File: config.mk
export PLATFORM = sky130hd
export DESIGN_NAME = simple_alu
export DESIGN_NICKNAME = d
export VERILOG_FILES = /design/src/rtl/alu_pkg.sv /design/src/rtl/alu_core.sv /design/src/rtl/simple_alu.sv
export SDC_FILE = /design/constraint.sdc
export NUM_CORES = 1
export LEC_CHECK = 0
export ABC_AREA = 1
export BUFFER_PORTS_ARGS = -buffer_cell sky130_fd_sc_hd__buf_2
export CORE_MARGIN = 5
export CORE_UTILIZATION = 40
export CTS_CLUSTER_DIAMETER = 150
export DETAILED_ROUTE_END_ITERATION = 16
export PLACE_DENSITY = 0.64
export SLEW_MARGIN = 20
export SYNTH_ARGS = -nofsm -noshare
export SYNTH_HDL_FRONTEND = slang
export SYNTH_SLANG_ARGS = --single-unit
File: constraint.sdc
create_clock -name clk -period 1.6 [get_ports clk]
set_input_delay 0.24 -clock clk [delete_from_list [all_inputs] [get_ports clk]]
set_output_delay 0.24 -clock clk [all_outputs]
set_load 0.01 [all_outputs]
File: src/rtl/alu_pkg.sv
// Shared definitions for the simple_alu slice: widths, opcodes, FSM states and COMP codes.
package alu_pkg;

  localparam int unsigned DEF_DATA_WIDTH = 8;
  localparam int unsigned CNT_W          = 4;

  typedef logic [1:0] op_t;

  localparam op_t OP_ADD  = 2'b00;
  localparam op_t OP_SUB  = 2'b01;
  localparam op_t OP_PAR  = 2'b10;
  localparam op_t OP_COMP = 2'b11;

  typedef enum logic [1:0] {
    ST_IDLE,
    ST_WAIT_B,
    ST_EXEC,
    ST_DONE
  } state_t;

  localparam logic [1:0] CMP_EQ = 2'd0;
  localparam logic [1:0] CMP_GT = 2'd1;
  localparam logic [1:0] CMP_LT = 2'd2;

endpackage

File: src/rtl/alu_core.sv
// Combinational ALU datapath: ADD/SUB/PAR/COMP on two unsigned operands.
module alu_core
  import alu_pkg::*;
#(
  parameter int unsigned DATA_WIDTH = DEF_DATA_WIDTH
) (
  input  logic [DATA_WIDTH-1:0] a,
  input  logic [DATA_WIDTH-1:0] b,
  input  op_t                   op,
  output logic [DATA_WIDTH-1:0] next_result,
  output logic                  next_overflow
);

  logic [DATA_WIDTH:0] w_sum;
  logic [1:0]          w_cmp;

  assign w_sum = {1'b0, a} + {1'b0, b};
  assign w_cmp = (a == b) ? CMP_EQ : ((a > b) ? CMP_GT : CMP_LT);

  always_comb begin
    next_result   = '0;
    next_overflow = 1'b0;
    case (op)
      OP_ADD: {next_overflow, next_result} = w_sum;
      OP_SUB: begin
        next_result   = a - b;
        next_overflow = (a < b);
      end
      OP_PAR:  next_result = {{(DATA_WIDTH-1){1'b0}}, ^{a, b}};
      OP_COMP: next_result = DATA_WIDTH'(w_cmp);
      default: next_result = '0;
    endcase
  end

endmodule

File: src/rtl/simple_alu.sv
// Two-operand ALU fed by a serial opcode stream; A and B arrive A_TO_B_CYCLES edges apart
// and done is held until opcode_valid drops.
module simple_alu
  import alu_pkg::*;
#(
  parameter int unsigned DATA_WIDTH    = DEF_DATA_WIDTH,
  parameter int unsigned A_TO_B_CYCLES = 2
) (
  input  logic                  clk,
  input  logic                  reset,
  input  logic                  opcode_valid,
  input  logic                  opcode,
  input  logic [DATA_WIDTH-1:0] data,
  output logic                  done,
  output logic                  overflow,
  output logic [DATA_WIDTH-1:0] result
);

  state_t                r_state;
  state_t                w_next_state;
  logic [DATA_WIDTH-1:0] r_a;
  logic [DATA_WIDTH-1:0] r_b;
  logic [DATA_WIDTH-1:0] r_result;
  logic                  r_overflow;
  op_t                   r_op;
  logic [CNT_W-1:0]      r_cnt;
  logic                  w_b_edge;
  logic [DATA_WIDTH-1:0] w_next_result;
  logic                  w_next_overflow;

  assign w_b_edge = (r_cnt == CNT_W'(A_TO_B_CYCLES));

  alu_core #(
    .DATA_WIDTH(DATA_WIDTH)
  ) u_core (
    .a            (r_a),
    .b            (r_b),
    .op           (r_op),
    .next_result  (w_next_result),
    .next_overflow(w_next_overflow)
  );

  always_ff @(posedge clk) begin
    if (reset) r_state <= ST_IDLE;
    else       r_state <= w_next_state;
  end

  always_comb begin
    w_next_state = r_state;
    case (r_state)
      ST_IDLE:   if (opcode_valid) w_next_state = ST_WAIT_B;
      ST_WAIT_B: begin
        if (!opcode_valid) w_next_state = ST_IDLE;
        else if (w_b_edge) w_next_state = ST_EXEC;
      end
      ST_EXEC:   w_next_state = opcode_valid ? ST_DONE : ST_IDLE;
      ST_DONE:   if (!opcode_valid) w_next_state = ST_IDLE;
      default:   w_next_state = ST_IDLE;
    endcase
  end

  // done is a pure decode of ST_DONE, so it rises with the EXEC edge and falls with the exit edge.
  always_comb begin
    done     = (r_state == ST_DONE);
    result   = r_result;
    overflow = r_overflow;
  end

  always_ff @(posedge clk) begin
    if (reset) begin
      r_a        <= '0;
      r_b        <= '0;
      r_op       <= '0;
      r_cnt      <= '0;
      r_result   <= '0;
      r_overflow <= 1'b0;
    end else if (opcode_valid) begin
      case (r_state)
        ST_IDLE: begin
          r_a     <= data;
          r_op[0] <= opcode;
          r_cnt   <= CNT_W'(1);
        end
        ST_WAIT_B: begin
          if (w_b_edge) begin
            r_b     <= data;
            r_op[1] <= opcode;
          end else begin
            r_cnt <= r_cnt + CNT_W'(1);
          end
        end
        ST_EXEC: begin
          r_result   <= w_next_result;
          r_overflow <= w_next_overflow;
        end
        default: ;
      endcase
    end
  end

endmodule

==> results.py <==
metrics = {
    "run_status": {
        "outcome": "finished, violations left",
        "violations": "setup timing",
    },
    "synth": {
        "synth.area.top_cells": "dfxtp_1, nand2_1, ha_1",
        "synth_cell_types": 36,
        "ys_ff_latch": 33,
        "synth_cells": 356,
        "ys.flop_type": "dfxtp_1",
        "synth_edf_count": 0,
        "syn_area_per_cell_um2": 6.57,
        "yosys.area.top_type": "dfxtp_1",
        "syn_area_um2": 2340,
        "ys.warnings.count": 0,
        "syn_nets": 388,
        "synth_commonest_cells": "nand2_1, inv_1, a21oi_1, dfxtp_1, nor2_1",
        "synth_most_common_cell": "nand2_1",
        "synth-seq-area-share": 0.283,
        "async_flop_share": 0,
        "synth_top_cell_area_share": 0.283,
    },
    "global_routing": {
        "grt_pass1_wl_mm": 10.6,
        "antenna_found_initial": 0,
        "grt_pass1_vias": 2293,
        "grt_max_degree": 32,
        "grt_remaining_overflow": 0,
        "grt_use_total": 0.176,
    },
    "clock_tree": {
        "path_clk_slew_ns": 0.08,
        "numCtsBuffers": 5,
        "cts.sink_count": 33,
        "cts_tree": "yes",
        "clk_path_buf_depth": 2,
        "h-tree-depth": 2,
        "cts_root_buffer": "clkbuf_8",
        "clock_latency_ns": 0.29,
    },
    "drt": {
        "drtAntennaViolNets": 0,
        "routed_wl_mm": 6.15,
        "drt_iter0_drc": 109,
        "drt_first_pass_iters": 4,
        "vias": 2394,
        "drc_errors": 0,
        "wl_per_cell_um": 12.4,
        "via_per_inst": 4.83,
    },
    "sta": {
        "worst_slew_pin_slew_ns": 0.319,
        "min_period_ns": 1.69,
        "setup_tns_ns": -0.208,
        "fin_crit_sh": 1.06,
        "finalHoldViolCount": 0,
        "rsz0062_at_grt": "true",
        "max_freq_mhz": 591,
        "setup_ws_ns": -0.0917,
        "skew_ns": 0.00559,
        "slew_viol_final": 0,
        "relSlewSlack": 0.787,
        "setup_viol": 3,
    },
    "worst_setup_path": {
        "cp_cell_sequence": "inv_4, ha_4, fa_2, o21ai_4, nand3_2, a21oi_2, o21ai_1, nor2_1, nor2_1",
        "crit_required_ns": 1.79,
        "crit_top_cell": "nor2_1",
        "worstPathArrival_ns": 1.88,
        "slowest_stage": "dfxtp_4",
        "critPathKind": "register to register",
        "cpPeakStageDelay_ns": 0.38,
        "end_kind": "register",
        "start_kind": "register",
        "crit_fanout": 4,
    },
    "finish": {
        "seq_area_um2": 674,
        "final_layout_size_suffix_gt1_frac": 0.292,
        "area_delta_synth_final_pct": 34.3,
        "final.fill_count": 548,
        "fin_area_um2": 3140,
        "multi_input_area_um2": 1590,
        "diodes": 0,
        "fin_util": 0.560,
        "nets": 455,
    },
    "pwr": {
        "vdd_drop_max_mv": 0.387,
        "power_density_nw_per_um2": 702,
        "power_mw": 2.21,
        "p_leak_nw": 1.60,
    },
    "floorplan": {
        "chipHeight_um": 86.5,
        "fp.dieArea_um2": 7480,
        "initial_core_util": 0.417,
        "rows": 27,
        "fp.dieW_um": 86.5,
        "io_pins": 22,
        "coreArea_um2": 5610,
    },
    "hold_path": {
        "hp-class": "input pin to register",
    },
    "place": {
        "io_buffers": 21,
        "place_area_um2": 2870,
        "gp_congestion": 0.847,
        "dpl.hpwl_mm": 4.73,
    },
    "run": {
        "maxCapViolations": 0,
    },
}
## cell type report
cell class	count	share of cell area
Clock buffer	5	0.0219
Clock inverter	3	0.0147
Inverter	52	0.0629
Multi-Input combinational cell	263	0.507
Sequential cell	33	0.215
Tap cell	72	0.0287
Timing Repair Buffer	68	0.150
## report_power, final
part | internal, mW | switching (mW)
clock network | 0.466 | 0.351
logic | 0.234 | 0.290
registers | 0.840 | 0.0255
total | 1.54 | 0.666
## final timing paths
| path | startpoint | to | slack, ns | cells after the start |
|---|---|---|---|---|
| worst max-delay path | r_a[0]$_SDFFE_PP0P_ | result[6]$_SDFFE_PP0P_ | -0.09 | 9 |
| worst min-delay path | reset | r_cnt[1]$_SDFFE_PP0P_ | 0.11 | 2 |
| worst max register to register | r_a[0]$_SDFFE_PP0P_ | result[6]$_SDFFE_PP0P_ | -0.09 | 9 |
| worst min register to register | r_b[7]$_SDFFE_PP0P_ | r_b[7]$_SDFFE_PP0P_ | 0.49 | 2 |
## logic make-up after synthesis
| kind of cell | share of synthesized area |
|---|---|
| DFF | 0.283 |
| adders and majority gates | 0.113 |
| and+or+nand+nor | 0.284 |
| buffers and inverters | 0.103 |
| AOI/OAI and AO/OA | 0.188 |
| xor gates and xnor gates | 0.0300 |
## timing repair
item / in CTS / in global routing
hold buffers: 0 / 0
pin swaps: 0 / 7
setup buffers: 3 / 0
gates resized for setup: 20 / 15
setup endpoints to repair: 8 / 9
## critical path: cells and delay by family, from the launching register on
kind	cells	cell delay, ns
and+or+nand+nor	3	0.26
buffers and inverters	1	0.04
DFF	1	0.38
adders and majority gates	2	0.51
AOI/OAI and AO/OA	3	0.40
## per-stage QoR
step | hold slack (ns) | std cells | worst slack (ns)
2_1_floorplan | 0.312 | 356 | -0.0368
3_3_place_gp | 0.413 | 485 | -0.0810
3_5_place_dp | 0.428 | 485 | -0.161
4_1_cts | 0.109 | 496 | -0.0678
5_1_grt | 0.110 | 496 | -0.214
6_report | 0.112 | 496 | -0.0917
## layer usage
layer,share of wire,global-route usage
met5,0,0
met2,0.49,0.300
met3,0.030,0.0361
met1,0.47,0.222
met4,0.013,0.0524
## cells in the final DEF (no fill, tap or decap), types with 5 or more instances in the layout
master    count
nand2_1      84
buf_4        46
inv_1        43
nor2_1       29
dfxtp_1      28
a21oi_1      26
o21ai_0      26
nand3_1      21
buf_2        21
ha_1         10
a21oi_2       9
inv_2         8
ha_4          7
o21ai_1       5
clkbuf_8      5
## flip-flops by register name, indices dropped and copies added (netlist names)
name      count
r_a           8
result        8
overflow      1
r_cnt         4
r_b           8
r_state       2
r_op          2
Note: power is estimated with default switching activity, not from simulation.
